File: config.mk
export PLATFORM = sky130hd
export DESIGN_NAME = lfsr_burst_ctrl
export DESIGN_NICKNAME = d
export VERILOG_FILES = /design/src/rtl/lfsr_pkg.sv /design/src/rtl/lfsr7_core.sv /design/src/rtl/lfsr_burst_ctrl.sv
export SDC_FILE = /design/constraint.sdc
export NUM_CORES = 1
export LEC_CHECK = 0
export CAP_MARGIN = 40
export CORE_UTILIZATION = 44
export CTS_BUF_LIST = sky130_fd_sc_hd__clkbuf_4
export DETAILED_ROUTE_END_ITERATION = 7
export PLACE_DENSITY = 0.81
export SYNTH_ARGS = -nofsm -noshare
export SYNTH_HDL_FRONTEND = slang
export SYNTH_SLANG_ARGS = --single-unit
File: constraint.sdc
create_clock -name clk -period 1.8 [get_ports clk]
set_input_delay 0.36 -clock clk [delete_from_list [all_inputs] [get_ports clk]]
set_output_delay 0.36 -clock clk [all_outputs]
set_load 0.1 [all_outputs]
File: src/rtl/lfsr_pkg.sv
// Shared definitions for the parity-tagged 7-bit LFSR burst sequencer.
// Holds widths, tap positions, command encodings, FSM states and LFSR helpers.
package lfsr_pkg;

   localparam int LFSR_W = 7;
   localparam int TAP_HI = 6;
   localparam int TAP_LO = 5;
   localparam logic [LFSR_W-1:0] DEFAULT_SEED = 7'h01;

   localparam logic [1:0] OP_NOP  = 2'b00;
   localparam logic [1:0] OP_LOAD = 2'b01;
   localparam logic [1:0] OP_RUN  = 2'b10;

   typedef enum logic {
      ST_IDLE = 1'b0,
      ST_RUN  = 1'b1
   } state_e;

   // Shift left, feeding the tap XOR into bit 0.
   function automatic logic [LFSR_W-1:0] lfsr_next(input logic [LFSR_W-1:0] v);
      return {v[LFSR_W-2:0], v[TAP_HI] ^ v[TAP_LO]};
   endfunction

   function automatic logic [LFSR_W:0] tag_parity(input logic [LFSR_W-1:0] v);
      return {~^v, v};
   endfunction

endpackage

File: src/rtl/lfsr7_core.sv
// 7-bit LFSR register with load and step enables and a parity-tagged output byte.
// Load wins over step; the controller never requests both in one cycle.
module lfsr7_core
   import lfsr_pkg::*;
#(
   parameter logic [LFSR_W-1:0] SEED = DEFAULT_SEED
) (
   input  logic              clk,
   input  logic              rst,
   input  logic              load_i,
   input  logic [LFSR_W-1:0] load_val_i,
   input  logic              step_i,
   output logic [LFSR_W-1:0] state_o,
   output logic [LFSR_W:0]   data_o
);

   logic [LFSR_W-1:0] lfsr_q;
   logic [LFSR_W-1:0] lfsr_d;

   // Next-state selection for the shift register.
   always_comb begin
      lfsr_d = lfsr_q;
      if (load_i) begin
         lfsr_d = load_val_i;
      end else if (step_i) begin
         lfsr_d = lfsr_next(lfsr_q);
      end else begin
         lfsr_d = lfsr_q;
      end
   end

   // State register.
   always_ff @(posedge clk or posedge rst) begin
      if (rst) begin
         lfsr_q <= SEED;
      end else begin
         lfsr_q <= lfsr_d;
      end
   end

   assign state_o = lfsr_q;
   assign data_o  = tag_parity(lfsr_q);

endmodule

File: src/rtl/lfsr_burst_ctrl.sv
// Command-driven burst sequencer: accepts seed loads and run bursts, streams
// parity-tagged LFSR words over valid/ready and supports abort.
module lfsr_burst_ctrl
   import lfsr_pkg::*;
#(
   parameter int                LEN_W        = 8,
   parameter logic [LFSR_W-1:0] DEFAULT_SEED = lfsr_pkg::DEFAULT_SEED
) (
   input  logic              clk,
   input  logic              rst,
   input  logic              cmd_valid,
   output logic              cmd_ready,
   input  logic [1:0]        cmd_op,
   input  logic [LFSR_W-1:0] cmd_seed,
   input  logic [LEN_W-1:0]  cmd_len,
   input  logic              abort,
   output logic              out_valid,
   input  logic              out_ready,
   output logic [7:0]        out_data,
   output logic              out_last,
   output logic              busy,
   output logic              done,
   output logic              err_zero_seed,
   output logic [LEN_W-1:0]  remaining
);

   state_e             state_q, state_d;
   logic [LEN_W-1:0]   remaining_q, remaining_d;
   logic               done_q, done_d;
   logic               err_q, err_d;

   logic               cmd_fire_s;
   logic               load_s;
   logic               hs_s;
   logic               seed_zero_s;
   logic [LFSR_W-1:0]  load_val_s;
   logic [LFSR_W-1:0]  lfsr_state_s;

   assign cmd_fire_s  = cmd_valid && (state_q == ST_IDLE);
   assign load_s      = cmd_fire_s && (cmd_op == OP_LOAD);
   assign hs_s        = (state_q == ST_RUN) && out_ready;
   assign seed_zero_s = (cmd_seed == {LFSR_W{1'b0}});
   // A zero seed would lock the LFSR, so it is replaced by the default seed.
   assign load_val_s  = seed_zero_s ? DEFAULT_SEED : cmd_seed;

   lfsr7_core #(
      .SEED (DEFAULT_SEED)
   ) u_core (
      .clk        (clk),
      .rst        (rst),
      .load_i     (load_s),
      .load_val_i (load_val_s),
      .step_i     (hs_s),
      .state_o    (lfsr_state_s),
      .data_o     (out_data)
   );

   // Controller next-state, counter and pulse generation.
   always_comb begin
      state_d     = state_q;
      remaining_d = remaining_q;
      done_d      = 1'b0;
      err_d       = 1'b0;
      case (state_q)
         ST_IDLE: begin
            if (cmd_fire_s) begin
               case (cmd_op)
                  OP_LOAD: err_d = seed_zero_s;
                  OP_RUN: begin
                     if (cmd_len == {LEN_W{1'b0}}) begin
                        done_d = 1'b1;
                     end else begin
                        state_d     = ST_RUN;
                        remaining_d = cmd_len;
                     end
                  end
                  default: state_d = ST_IDLE;
               endcase
            end else begin
               state_d = ST_IDLE;
            end
         end
         ST_RUN: begin
            // Abort still honours a same-cycle handshake; the core steps on hs_s.
            if (abort) begin
               state_d     = ST_IDLE;
               remaining_d = {LEN_W{1'b0}};
               done_d      = 1'b1;
            end else if (hs_s) begin
               remaining_d = remaining_q - LEN_W'(1);
               if (remaining_q == LEN_W'(1)) begin
                  state_d = ST_IDLE;
                  done_d  = 1'b1;
               end else begin
                  state_d = ST_RUN;
               end
            end else begin
               state_d = ST_RUN;
            end
         end
         default: begin
            state_d     = ST_IDLE;
            remaining_d = {LEN_W{1'b0}};
         end
      endcase
   end

   // Controller registers.
   always_ff @(posedge clk or posedge rst) begin
      if (rst) begin
         state_q     <= ST_IDLE;
         remaining_q <= {LEN_W{1'b0}};
         done_q      <= 1'b0;
         err_q       <= 1'b0;
      end else begin
         state_q     <= state_d;
         remaining_q <= remaining_d;
         done_q      <= done_d;
         err_q       <= err_d;
      end
   end

   assign cmd_ready     = (state_q == ST_IDLE);
   assign busy          = (state_q == ST_RUN);
   assign out_valid     = (state_q == ST_RUN);
   assign out_last      = out_valid && (remaining_q == LEN_W'(1));
   assign done          = done_q;
   assign err_zero_seed = err_q;
   assign remaining     = remaining_q;

endmodule

==> results of run 1 <==
## timing repair
| item | CTS | global route |
|---|---|---|
| buffers inserted | 0 | 1 |
| endpoints found under the setup margin | 2 | 10 |
| hold buffers | 0 | 0 |
| gates resized for setup | 3 | 9 |
| pin swaps | 1 | 4 |
## sequential cells by signal (all words and copies together) (netlist names)
register,cells
remaining,8
u_core.state_o,7
err_zero_seed,1
busy,1
done,1
## power by group
| group | switching [mW] | internal (mW) | total (mW) | leakage (nW) |
|---|---|---|---|---|
| Clock | 0.154 | 0.0809 | 0.235 | 0.0154 |
| Sequential | 0.210 | 0.546 | 0.756 | 0.208 |
| Combinational | 1.79 | 1.16 | 2.96 | 0.684 |
| Total | 2.16 | 1.79 | 3.95 | 0.908 |
## placed cells by master (no fill, tap or decap), drive strengths merged, types with 5 or more instances in the layout
cell           count
buf               46
clkdlybuf4s50     21
dfrtp             17
nand2             11
nor2              11
o21ai              8
a21oi              8
mux2i              6
inv                6
o2bb2ai            5
xnor2              5
nor4               5
## cell type report
type	instances	area share, %
tap	28	1.64
multi-input combinational	90	33.9
sequential	18	22.6
inverter	6	1.17
clock buffer	3	1.05
clock inverter	1	0.176
timing repair buffer	67	39.4
## per-stage QoR
| step | power, mW | hold WS, ns | cell area, um2 | instances | utilization (%) |
|---|---|---|---|---|---|
| 2_1_floorplan | 2.37 | 0.297 | 1160 | 119 | - |
| 3_3_place_gp | 3.35 | 0.533 | 2000 | 208 | 88.0 |
| 3_5_place_dp | 3.40 | 0.586 | 2000 | 208 | 88.0 |
| 4_1_cts | 3.68 | 0.248 | 2050 | 212 | 90.2 |
| 5_1_grt | 4.05 | 0.248 | 2140 | 213 | 94.0 |
| 6_report | 3.95 | 0.240 | 2140 | 213 | 94.0 |
## routing by layer
metal / GRT usage, % / vias to the layer above / routed length [um]
met3: 9.06 / 42 / 568
met5: 0 / - / 0
li1: - / 568 / -
met1: 39.4 / 654 / 1710
met2: 59.8 / 141 / 2660
met4: 19.4 / 0 / 334
## cell families (layout without fill, tap and decap cells)
family / count (synthesis) / after routing / share of synthesized area, %
AO/OA/AOI/OAI: 34 / 34 / 19.9
XOR/XNOR: 6 / 6 / 4.77
adder cells (fa/ha/maj): 2 / 2 / 2.27
buffers and inverters: 11 / 77 / 4.43
flip-flops: 18 / 18 / 41.0
multiplexers: 6 / 6 / 5.45
AND/OR/NAND/NOR: 42 / 42 / 22.2
## worst paths after layout
check	depth (start not counted)	startpoint	endpoint
max	4	remaining[6]	out_last
min	2	rst	remaining[1]
max reg2reg	5	remaining[6]	remaining[7]
min reg2reg	1	remaining[2]	remaining[2]
max in group asynchronous	3	rst	u_core.state_o[0]
min in group clk	3	cmd_seed[2]	u_core.state_o[2]
## cells in the mapped netlist (all sizes together)
master	instances	area [um2]
nor3	2	10.0
buf	4	22.5
inv	6	22.5
a31oi	2	12.5
nor2	11	43.8
nor2b	2	12.5
ha	2	25.0
and4bb	1	12.5
mux2i	6	60.1
or3	1	6.26
nor4b	1	23.8
and2	1	6.26
nand4b	1	8.76
o31ai	1	7.51
a32oi	2	17.5
o22ai	3	18.8
nor4	5	31.3
a211oi	1	7.51
o21ai	8	40.0
nand2b	2	12.5
nand4bb	1	11.3
nand2	11	41.3
xnor2	5	43.8
a22oi	3	22.5
dfstp	1	26.3
nand4	1	6.26
a211o	1	8.76
or4	1	11.3
o2bb2ai	5	43.8
xor2	1	8.76
dfrtp	17	425
clkbuf	1	3.75
a21oi	8	40.0
or2	1	6.26
==> flow_summary.json, run 1 <==
{
  "syn_inst": 119,
  "fill_cells": 74,
  "area_growth_pct": 94.2,
  "path_delay_family": "simple AND/OR/NAND/NOR gates",
  "crit_chain": "or4_4, nor4b_4, and2_4, buf_12",
  "slew_headroom_pct": 59.8,
  "fin_setup_tns_ns": -1.41,
  "slowest_delay_ns": 0.56,
  "drv_slew": 0,
  "ir_drop_v": 0.00250,
  "htree_levels": 1,
  "io_buffers": 43,
  "rsz0062_at_grt": "yes",
  "grt_max_degree": 15,
  "syn_nets": 143,
  "cts_tree": "yes",
  "end_kind": "output port",
  "syn-mean-instance-area_um2": 9.25,
  "critPathRequiredTime_ns": 1.44,
  "antenna_cells_inserted": 0,
  "yosysWarnings": 0,
  "regArea_um2": 483,
  "cts_sinks": 18,
  "status": "finished with violations",
  "hold_class": "input pin to asynchronous set/reset pin",
  "drc": 0,
  "gp_congestion": 0.931,
  "setup_violations": 10,
  "max_freq_mhz": 416,
  "cts.clk_slew.worst_paths_ns": 0.13,
  "viasPerCell": 6.60,
  "reg2reg_slack_ns": -0.15,
  "cp-start-kind": "flop",
  "grt_overflow": 0,
  "dp_hpwl_um": 3160,
  "syn-cell-area_um2": 1100,
  "worstPathArrival_ns": 2.04,
  "start_util_pct": 48.4,
  "grt_first_pass_wirelength_um": 6730,
  "insertion_delay_ns": 0.31,
  "cts_buffer_depth": 2,
  "std_cell_rows": 17,
  "antenna_found_initial": 0,
  "multi_input_area_um2": 726,
  "dp_slack_ns": -0.274,
  "period_share_pct": 133,
  "core_area_um2": 2280,
  "num_vias": 1405,
  "fin_crit_ns": 2.40,
  "power_density_nw_per_um2": 1850,
  "crit_slowest_cell": "or4_4",
  "synthDistinctLibCells": 37,
  "crit_fanout": 2,
  "ant_nets": 0,
  "wl_per_cell_um": 24.7,
  "criticalPathCategory": "flop to output port",
  "worstMarginPinSlew_ns": 0.599,
  "grt_use_total_pct": 35.1,
  "cp_num_buf_inv": 1,
  "cts_buffers": 3,
  "grt_pass1_vias": 1417,
  "ys_seq_area_share_pct": 41.0,
  "die_area_um2": 2710,
  "die_w_um": 52.0,
  "ios": 44,
  "failed_checks": "negative setup slack",
  "max_cap_violations": 0,
  "cts_root_buffer": "clkbuf_4",
  "post-route-worst-setup-slack_ns": -0.602,
  "wirelength_um": 5270,
  "dr.pass1.iters": 6,
  "drive_gt1_share_pct": 42.7,
  "hold_viol_final": 0,
  "nets": 210,
  "synth_seq_cells": 18,
  "die-height_um": 52.0,
  "dr.first_iter.drc_count": 120,
  "skew_ns": 0.00356,
  "cellLeakagePower_nw": 0.908
}
No activity file was read; power rests on OpenSTA's default activity.
==> inputs of run 2 (changes only) <==
Settings changed: PLACE_DENSITY 0.81 to unset, PLACE_DENSITY_LB_ADDON set to 0.12.
==> run 2 against run 1 <==
  * The run still ends with negative setup slack left
  * Combinational power hardly changed
  * Cell area is 0.59% higher
  * Register-to-register slack worse by 0.05 ns
  * Clock power hardly changed
  * Wire length is 4.6% higher
  * Critical path type unchanged
  * Sequential power is 0.5% higher
  * Global-route usage is 2.5 points higher
  * Fmax is 1.3% lower
  * Highest routed layer unchanged
  * Largest cell class unchanged
  * Core utilization is 0.55 points higher
  * Worst setup slack worse by 0.033 ns
  * Non-clock buffer count is 1 lower
==> flow_summary.json, run 2 (synthesis gave the netlist of run 1 again) <==
{
  "cts_buffers": 3,
  "grt_max_degree": 15,
  "stdcell_area_um2": 2150,
  "cts_sinks": 18,
  "worstPathArrival_ns": 2.07,
  "area_growth_pct": 95.3,
  "setup_violations": 7,
  "dr.pass1.iters": 5,
  "io_buffers": 43,
  "wl_per_cell_um": 26.0,
  "reg2reg_from": "remaining[6]",
  "cts_buffer_depth": 2,
  "status": "finished with violations",
  "max_freq_mhz": 411,
  "antenna_cells_inserted": 0,
  "die-height_um": 52.0,
  "num_vias": 1487,
  "drc": 0,
  "hold_class": "input pin to asynchronous set/reset pin",
  "critPathRequiredTime_ns": 1.44,
  "reg2regPathDepth": 5,
  "fin_crit_ns": 2.43,
  "max_cap_violations": 0,
  "ir_drop_v": 0.00330,
  "die_area_um2": 2710,
  "ctsHoldBuffers": 0,
  "worstMarginPinSlew_ns": 0.546,
  "reg2reg_slack_ns": -0.20,
  "end_kind": "output port",
  "largest_reg_flops": 8,
  "rsz0062_at_grt": "yes",
  "period_share_pct": 135,
  "crit_fanout": 2,
  "final_cell_mix": "24 x buf_12, 21 x clkdlybuf4s50_1, 20 x buf_4, 11 x nand2_1, 10 x dfrtp_2",
  "post-route-worst-setup-slack_ns": -0.634,
  "timing.rr.end": "busy",
  "dp_hpwl_um": 2800,
  "dp_slack_ns": -0.199,
  "viasPerCell": 7.01,
  "cts_tree": "yes",
  "std_cell_rows": 17,
  "hold_viol_final": 0,
  "power_mw": 3.93,
  "die_w_um": 52.0,
  "grt_first_pass_wirelength_um": 7130,
  "ios": 44,
  "grt_overflow": 0,
  "drv_slew": 0,
  "wirelength_um": 5510,
  "power_density_nw_per_um2": 1830,
  "failed_checks": "negative setup slack",
  "gp_congestion": 0.881,
  "slew_headroom_pct": 63.2,
  "final_common_cell": "buf_12",
  "crit_start": "remaining[6]",
  "grt_pass1_vias": 1346,
  "ant_nets": 0,
  "drive_gt1_share_pct": 43.5,
  "skew_ns": 0.0154,
  "core_area_um2": 2280,
  "cts.clk_slew.worst_paths_ns": 0.13,
  "cts_root_buffer": "clkbuf_4",
  "criticalPathCategory": "flop to output port",
  "antenna_found_initial": 0,
  "start_util_pct": 48.4,
  "dr.first_iter.drc_count": 140,
  "grt_use_total_pct": 37.7,
  "cp-start-kind": "flop",
  "htree_levels": 1,
  "nets": 209,
  "placed_cell_area_um2": 2010,
  "insertion_delay_ns": 0.32,
  "cellLeakagePower_nw": 0.907
}
[run 2: cell type report]
type / count / area (um2)
Fill cell: 60 / 125
Sequential cell: 18 / 483
Inverter: 6 / 25.0
Clock inverter: 1 / 3.75
Clock buffer: 3 / 22.5
Timing Repair Buffer: 66 / 852
Multi-Input combinational cell: 90 / 729
Tap cell: 28 / 35.0
[run 2: where the power goes]
part / switching, mW / internal (mW)
sequential: 0.214 / 0.546
combinational: 1.80 / 1.14
clock: 0.155 / 0.0811
total: 2.17 / 1.76
[run 2: worst max-delay path, stage by stage, from the launching register on]
cell and delay (ns):
dfrtp_4 0.50, or4_4 0.58, nor4b_4 0.29, and2_4 0.22, buf_12 0.17
[run 2: through the flow]
stage	hold slack, ns	setup TNS [ns]	cells	util (%)
finish	0.342	-1.59	212	94.5
global route	0.370	-2.01	212	94.5
CTS	0.325	-0.792	212	92.0
detailed placement	0.563	-1.63	207	88.2
global placement	0.532	-1.32	207	88.2
floorplan	0.297	-0.735	119	-
[run 2: worst max path at each step]
stage | end | slack [ns]
2_1_floorplan | out_last | -0.37
6_report | out_last | -0.63
4_1_cts | out_last | -0.52
5_1_grt | out_last | -0.64
3_3_place_gp | remaining[1] | -0.16
3_5_place_dp | remaining[4] | -0.20
[run 2: timing repair]
action / 4_1_cts / 5_1_grt
endpoints found under the setup margin: 3 / 10
buffers inserted: 2 / 0
pin swaps: 3 / 3
resized for setup: 7 / 8
[run 2: metal layers]
layer / up-vias / share of wire [%] / GRT usage (%)
li1: 573 / - / -
met2: 166 / 45 / 56.8
met4: 0 / 8.5 / 22.5
met5: - / 0 / 0
met1: 684 / 33 / 47.4
met3: 64 / 13 / 10.5
==> inputs of run 3 (changes only) <==
Settings changed: ABC_CLOCK_PERIOD_IN_PS set to 1800.
==> results of run 3 <==
The final DEF is identical to that of run 2; final timing and power are the same.
